--- config.mk ---
export PLATFORM = sky130hd
export DESIGN_NAME = pos_cache_reader
export DESIGN_NICKNAME = d
export VERILOG_FILES = /design/src/rtl/pos_cache_reader.sv
export SDC_FILE = /design/constraint.sdc
export NUM_CORES = 1
export LEC_CHECK = 0
export ABC_AREA = 1
export ABC_CLOCK_PERIOD_IN_PS = 17600
export CAP_MARGIN = 20
export CORE_ASPECT_RATIO = 1.4
export CORE_UTILIZATION = 30
export DETAILED_ROUTE_END_ITERATION = 8
export DONT_BUFFER_PORTS = 1
export GPL_TIMING_DRIVEN = 0
export RECOVER_POWER = 25
export SLEW_MARGIN = 30
export SYNTH_ARGS = -nofsm -noshare
export SYNTH_HDL_FRONTEND = slang
export SYNTH_SLANG_ARGS = --single-unit
export TNS_END_PERCENT = 1
--- constraint.sdc ---
create_clock -name clk -period 17.6 [get_ports clk]
set_clock_uncertainty 0.15 [all_clocks]
set_input_delay 4.4 -clock clk [delete_from_list [all_inputs] [get_ports clk]]
set_output_delay 4.4 -clock clk [all_outputs]
set_load 0.02 [all_outputs]
--- src/rtl/pos_cache_reader.sv ---
// pos_cache_reader: reads a particle count from cache address 0, then streams
// the positions at addresses 1..N through a 2-entry output FIFO with a
// valid/ready handshake.
// Optional feature: define POS_CACHE_READER_COUNT_CLAMP_EN to clamp counts
// above PARTICLE_NUM and raise a sticky out_count_error.
//
// Handshake: a beat transfers on a cycle where out_valid && in_ready. Once
// out_valid is high, it holds with stable out_particle_info/out_particle_id
// until the beat transfers (or a motion update / reset aborts the pass).
module pos_cache_reader #(
   parameter int DATA_WIDTH   = 32,
   parameter int ADDR_WIDTH   = 8,
   parameter int PARTICLE_NUM = 220
) (
   input  logic                      clk,
   input  logic                      rst,
   input  logic                      start,
   input  logic                      motion_update_enable,
   output logic [ADDR_WIDTH-1:0]     out_read_address,
   output logic                      out_rden,
   input  logic [3*DATA_WIDTH-1:0]   in_particle_info,
   output logic [3*DATA_WIDTH-1:0]   out_particle_info,
   output logic [ADDR_WIDTH-1:0]     out_particle_id,
   output logic                      out_valid,
   input  logic                      in_ready,
   output logic                      out_last,
   output logic                      out_busy,
   output logic                      out_done,
   output logic                      out_count_error,
   output logic [2:0]                out_dbg_state
);
   localparam int PW = 3*DATA_WIDTH;

   typedef enum logic [2:0] {
      S_IDLE, S_RD_NUM, S_WAIT_NUM, S_STREAM, S_DRAIN, S_DONE
   } state_t;

   state_t                state_q, state_d;
   logic [ADDR_WIDTH-1:0] n_q, n_d, addr_q, addr_d, n_eff;
   logic                  pend_q, pend_d;
   logic [ADDR_WIDTH-1:0] pend_id_q, pend_id_d;
   logic [1:0]            cnt_q, cnt_d;
   logic                  wr_ptr_q, wr_ptr_d, rd_ptr_q, rd_ptr_d;
   logic [PW-1:0]         mem_data_q [2];
   logic [ADDR_WIDTH-1:0] mem_id_q [2];
   logic                  abort, issue, head_from_fifo, accept, push, pop;
   logic [PW-1:0]         head_data;
   logic [ADDR_WIDTH-1:0] head_id;
   logic [1:0]            outstanding;

   // A motion update in any active state kills the pass immediately.
   assign abort       = motion_update_enable && (state_q != S_IDLE);
   // Beats buffered plus a read whose data lands this cycle.
   assign outstanding = cnt_q + {1'b0, pend_q};
   assign out_dbg_state = state_q;

`ifdef POS_CACHE_READER_COUNT_CLAMP_EN
   localparam logic [ADDR_WIDTH-1:0] PN = ADDR_WIDTH'(PARTICLE_NUM);
   logic err_q, err_d, over;

   assign over  = in_particle_info[ADDR_WIDTH-1:0] > PN;
   assign n_eff = over ? PN : in_particle_info[ADDR_WIDTH-1:0];
   assign out_count_error = err_q;

   // Sticky flag: set whenever a latched count had to be clamped.
   always_comb begin
      err_d = err_q;
      if (state_q == S_WAIT_NUM && !abort && over) err_d = 1'b1;
   end

   // Error flag register, cleared only by reset.
   always_ff @(posedge clk or posedge rst) begin
      if (rst) err_q <= 1'b0;
      else     err_q <= err_d;
   end
`else
   assign n_eff = in_particle_info[ADDR_WIDTH-1:0];
   assign out_count_error = 1'b0;
`endif

   // Output FIFO with fall-through: returning data is presented directly when
   // the FIFO is empty and only stored when it cannot leave this cycle.
   always_comb begin
      head_from_fifo = (cnt_q != 2'd0);
      out_valid      = head_from_fifo || pend_q;
      head_data      = head_from_fifo ? mem_data_q[rd_ptr_q] : in_particle_info;
      head_id        = head_from_fifo ? mem_id_q[rd_ptr_q] : pend_id_q;
      accept         = out_valid && in_ready;
      push           = pend_q && (head_from_fifo || !in_ready);
      pop            = accept && head_from_fifo;
      cnt_d          = cnt_q;
      wr_ptr_d       = wr_ptr_q;
      rd_ptr_d       = rd_ptr_q;
      if (push) begin
         cnt_d    = cnt_d + 2'd1;
         wr_ptr_d = ~wr_ptr_q;
      end
      if (pop) begin
         cnt_d    = cnt_d - 2'd1;
         rd_ptr_d = ~rd_ptr_q;
      end
      if (abort) begin
         cnt_d    = 2'd0;
         wr_ptr_d = 1'b0;
         rd_ptr_d = 1'b0;
      end
      out_particle_info = out_valid ? head_data : '0;
      out_particle_id   = out_valid ? head_id : '0;
      out_last          = out_valid && (head_id == n_q);
   end

   // FSM next state, read issue and status outputs.
   always_comb begin
      state_d          = state_q;
      n_d              = n_q;
      addr_d           = addr_q;
      issue            = 1'b0;
      out_rden         = 1'b0;
      out_read_address = '0;
      out_busy         = (state_q != S_IDLE);
      out_done         = 1'b0;
      case (state_q)
         S_IDLE: begin
            if (start && !motion_update_enable) state_d = S_RD_NUM;
         end
         S_RD_NUM: begin
            out_rden = 1'b1;
            state_d  = S_WAIT_NUM;
         end
         S_WAIT_NUM: begin
            n_d     = n_eff;
            addr_d  = ADDR_WIDTH'(1);
            state_d = (n_eff == '0) ? S_DONE : S_STREAM;
         end
         S_STREAM: begin
            if (outstanding < 2'd2) begin
               issue            = 1'b1;
               out_rden         = 1'b1;
               out_read_address = addr_q;
               addr_d           = addr_q + ADDR_WIDTH'(1);
               if (addr_q == n_q) state_d = S_DRAIN;
            end
         end
         S_DRAIN: begin
            // No reads are issued here, so an empty FIFO next cycle means done.
            if (cnt_d == 2'd0) state_d = S_DONE;
         end
         S_DONE: begin
            out_done = 1'b1;
            state_d  = S_IDLE;
         end
         default: state_d = S_IDLE;
      endcase
      if (abort) begin
         state_d          = S_IDLE;
         issue            = 1'b0;
         out_rden         = 1'b0;
         out_read_address = '0;
         out_done         = 1'b0;
      end
      pend_d    = issue;
      pend_id_d = issue ? addr_q : pend_id_q;
   end

   // State, counters, in-flight tracking and FIFO storage.
   always_ff @(posedge clk or posedge rst) begin
      if (rst) begin
         state_q   <= S_IDLE;
         n_q       <= '0;
         addr_q    <= '0;
         pend_q    <= 1'b0;
         pend_id_q <= '0;
         cnt_q     <= 2'd0;
         wr_ptr_q  <= 1'b0;
         rd_ptr_q  <= 1'b0;
         for (int i = 0; i < 2; i++) begin
            mem_data_q[i] <= '0;
            mem_id_q[i]   <= '0;
         end
      end else begin
         state_q   <= state_d;
         n_q       <= n_d;
         addr_q    <= addr_d;
         pend_q    <= pend_d;
         pend_id_q <= pend_id_d;
         cnt_q     <= cnt_d;
         wr_ptr_q  <= wr_ptr_d;
         rd_ptr_q  <= rd_ptr_d;
         if (push && !abort) begin
            mem_data_q[wr_ptr_q] <= in_particle_info;
            mem_id_q[wr_ptr_q]   <= pend_id_q;
         end
      end
   end
endmodule

# Word level (Yosys, flattened, before mapping)
# Index checks and enable logic that the tools add are counted.
[word_totals]
regBits = 240
output_inout_bits = 121
[classes]
add_sub_neg = 4
magnitude_cmp = 4
eq_ne = 12
muxes = 42
bitwise_logic = 4
reduce_logical = 23
[op_table]
columns = ["operator", "n"]
rows = [
  ["96-bit 2-to-1 mux", 6],
  ["192-bit bitwise mux", 1],
  ["96-bit demux with 1-bit select", 1],
  ["8-bit 2-to-1 mux", 10],
  ["3-bit 2-to-1 mux", 6],
  ["16-bit bitwise mux", 1],
  ["8-bit == test", 2],
  ["8-bit one-hot mux with 2 select lines", 1],
  ["3-bit one-hot mux with 5 select lines", 1],
  ["3-bit != test, second input constant", 4],
  ["1-bit 2-to-1 mux", 10],
  ["8-bit by 1-bit adder with 8-bit output, second input constant", 1],
  ["8-bit demux with 1-bit select", 1],
  ["1-bit logical AND", 8],
  ["8-bit zero test", 1],
  ["2-bit nonzero test", 4],
  ["3-bit by 2-bit == test with 1-bit output, second input constant", 2],
  ["3-bit == test, second input constant", 2],
  ["2-bit 2-to-1 mux", 3],
  ["2-bit greater-or-equal comparator, second input constant", 2],
  ["1-bit inverter with 2-bit output", 2],
  ["4-bit AND reduction", 1],
  ["3-bit by 1-bit == test with 1-bit output, second input constant", 1],
  ["1-bit zero test", 3],
  ["other kinds (13)", 15],
]

# Logic depth before layout (Yosys ltp)
[depth]
ltp_word = 11
ltp_mapped = 13

# Least setup slack after synthesis
# No wires, ideal clock.
[synth_timing]
path_type = "input port to output port"
from = "input motion_update_enable"
to = "output out_done"
t_arrival_ns = 5.309
required_time_ns = 13.050
setup_slack_ns = 7.741
path_stages = 2
path_buffers = 1
cell_sequence = "buf_2 nor4_1"
[synth_between]
elab_chain_cells = 2
[synth_lines]
columns = ["element", "line_no", "rtl"]
rows = [
  ["from (decl)", "18", "input logic motion_update_enable,"],
  ["1-bit logical AND", "52", "assign abort = motion_update_enable && (state_q != S_IDLE);"],
  ["1-bit 2-to-1 mux", "154", "if (abort) begin"],
  ["to (decl)", "28", "output logic out_done,"],
]
# Every way passes these cells.

==> run summary <==
Hold path startpoint -> mem_data_q[104]$_DFFE_PP0P_
Worst r2r path cells -> 8
LEAKAGE -> 6.071 nW
Worst-Margin Slew -> 4806 ps
Synth Net Count -> 1481
CTS tree -> yes
Initial antenna violation count -> 2
Postcts setup bufs -> 0
# H-tree levels -> 1
Fin crit period -> 11760 ps
Final #Nets -> 1513
Top cell by count, worst path -> clkbuf_1
Post-Syn Instances -> 1378
Initial drt markers -> 777
Setup-failing EPs final -> 0
Via density -> 5.123
Maxcap violations -> 2
Row cnt -> 84
Routed Antenna Nets -> 0
Multi-input gate area -> 4348 um2
CP cell instances -> clkinvlp_2, clkbuf_1, clkbuf_1
HPWL Detailed -> 25730 um
Vias -> 9749
Critical path class -> in2async
Hold EP -> mem_data_q[104]$_DFFE_PP0P_
Worst R2R Start -> out_dbg_state[2]$_DFFE_PP0P_
Worst-path fanout max -> 88
Register area -> 6006 um2
Synthesized area -> 11420 um2
# fillers -> 3934
Starting density of the core -> 0.3044
Peak VDD IR -> 0.00006730 V
Critical path's top delay family -> buffers and inverters
Full die area -> 38870 um2
Drt first pass iters -> 5
I/O Buffers -> 0
Clk root buf -> clkbuf_16
Critical Path Start Type -> input port
Critical path capture point type -> asynchronous set/reset pin
Clk sink count -> 240
Grt total ovfl -> 0
Post-synthesis register bit count -> 240
Global Route Usage Sum -> 0.1834
Vias in the first global route -> 9403
Pwr/cell area -> 188.5 nW/um2
First-pass GRT wire length -> 55500 um
Synth warn -> 0
CTS resizes -> 0
Hold_buf cts -> 0
WL/cell -> 19.01 um
RSZ-0062 raised after global routing -> no
Status -> finished, violations left
DRC -> 0
FF-to-FF setup slack -> 14770 ps
Total CTS buffers -> 27
Terminus of the critical flop-to-flop path -> pend_id_q[7]$_DFFE_PP0P_
IO Pins -> 222
Final hold viol count -> 0
Routability congestion estimate -> 0.8222
Syn_area_per_cell -> 8.288 um2
Clk_lat worst skew -> 550 ps
Sequential-to-total area share from yosys stat -> 0.5259
WP buf/inv -> 3
Pwr Total -> 2.430 mW
HP Class -> reg2reg
Die width -> 166.9 um
Worst hold path cell count -> 2
Slew Viols, Final -> 159
Design area -> 12890 um2
Die Y -> 232.9 um
Slowest cell on the critical path -> clkbuf_1
Final wirelength -> 36180 um
Pin count of the biggest net entering global routing -> 89
Area Overhead vs Synth -> 12.85%
Failing checks -> capacitance limit, slew limit
Ratio of cells with drive above 1 in the final layout -> 0.07908
Max Root-Sink Buffers -> 3
Critical Path AT -> 11360 ps
Worst relative slew slack -> -2.204
Fmax achieved -> 0.08503 GHz
Placement Cell Area -> 12100 um2
Synth cell types -> 33
Setup TNS -> 0 ps
CTS clk-pin slew, worst paths -> 70 ps
Required @ worst endpoint -> 17200 ps
Core Box Area -> 37520 um2
Period utilisation layout -> 0.6682
CP peak stage delay -> 3390 ps
==> routing by layer <==
metal	track usage	up-vias	part of all wire
met5	0	-	0.00025
met4	0.07986	2	0.038
met3	0.03045	70	0.053
met2	0.3196	290	0.50
met1	0.2223	4775	0.41
li1	-	4612	-
==> flip-flops by register name, summed over array words and instances, names as in the netlist <==
name and flops:
pend_id_q 8, addr_q 8, cnt_q 2, mem_data_q 192, out_dbg_state 3, wr_ptr_q 1
n_q 8, pend_q 1, mem_id_q 16, rd_ptr_q 1
==> worst register-to-register path: stages, from the launching register on <==
cell,delay (ps)
dfrtp_1,480
inv_1,240
nand2_1,130
nor2_1,190
nand2_1,160
nor2_1,730
inv_4,150
nor2_2,350
o21bai_1,160
==> cell usage after synthesis, drive strengths merged <==
library cell  count  area, um2
o211ai            1      7.510
o21bai            7      52.55
clkbuf           52      195.2
nand3            23      127.6
o21ai           327       1674
conb              1      3.750
nor4              1      6.260
o22ai            97      606.8
buf              42      311.6
inv             135      509.2
a21oi             5      25.02
nand3b            1      20.02
nor3              5      25.02
xnor2            10      87.58
nor2            138      574.3
xor2              4      35.03
nand2           282       1096
o21a              1      7.510
nand4             4      25.02
dfrtp           240       6006
ha                2      25.02
==> worst max path at each step <==
stage | from | to | slack [ps] | depth (start not counted)
floorplan | rst | addr_q[0]$_DFFE_PP0P_ | 6460 | 1
global placement | rst | mem_data_q[83]$_DFFE_PP0P_ | 3520 | 1
detailed placement | motion_update_enable | out_done | 7690 | 2
CTS | motion_update_enable | out_done | 7690 | 2
global route | rst | mem_data_q[64]$_DFFE_PP0P_ | 4300 | 3
finish | rst | mem_data_q[75]$_DFFE_PP0P_ | 5840 | 3
==> cell usage in the layout (no fill, tap or decap), drive strengths merged <==
| master | instances |
|---|---|
| nand4 | 4 |
| nor2 | 138 |
| ha | 2 |
| inv | 134 |
| o211ai | 1 |
| a21oi | 5 |
| conb | 1 |
| nand2 | 282 |
| o21ai | 327 |
| xor2 | 4 |
| nor4 | 1 |
| diode | 1 |
| clkbuf | 93 |
| nand3b | 1 |
| dfrtp | 240 |
| o21bai | 7 |
| o22ai | 97 |
| bufinv | 3 |
| o21a | 1 |
| clkinv | 6 |
| buf | 42 |
| nor3 | 5 |
| clkinvlp | 2 |
| xnor2 | 10 |
| nand3 | 23 |
==> cell type report <==
cell class / instances / area share
inverters: 135 / 0.03961
well taps: 473 / 0.04592
repair buffers: 3 / 0.002718
clock buffers: 38 / 0.05796
clock inverters: 10 / 0.01107
diodes: 1 / 0.0001942
multi-input cells: 909 / 0.3373
flip-flops and latches: 240 / 0.4660
plain buffers: 94 / 0.03922
==> through the flow <==
stage | setup slack [ps] | utilization | instances | hold slack (ps)
after floorplan | 6462 | - | 1378 | 299.6
after global placement | 3525 | 0.3202 | 1851 | 310.7
after detailed placement | 7686 | 0.3226 | 1854 | 319.8
after CTS | 7691 | 0.3463 | 1902 | 333.8
after global routing | 4304 | 0.3435 | 1903 | 350.2
final | 5839 | 0.3435 | 1903 | 330.6
==> logic make-up (layout without fill, tap and decap cells) <==
group / after synthesis / after routing / share of synthesized area
buf+inv: 229 / 280 / 0.08896
xor+xnor: 14 / 14 / 0.01074
compound gates: 438 / 438 / 0.2078
simple gates: 454 / 454 / 0.1641
flops: 240 / 240 / 0.5259
other cells: 1 / 2 / 0.0003283
fa+ha+maj: 2 / 2 / 0.002191
==> power by group <==
part / total [mW] / switching (mW) / leakage [nW] / internal, mW
clock network: 0.579 / 0.239 / 0.433 / 0.340
logic: 1.00 / 0.723 / 2.44 / 0.280
registers: 0.848 / 0.112 / 3.19 / 0.736
total: 2.43 / 1.07 / 6.07 / 1.36
(Power assumes the default switching activity.)
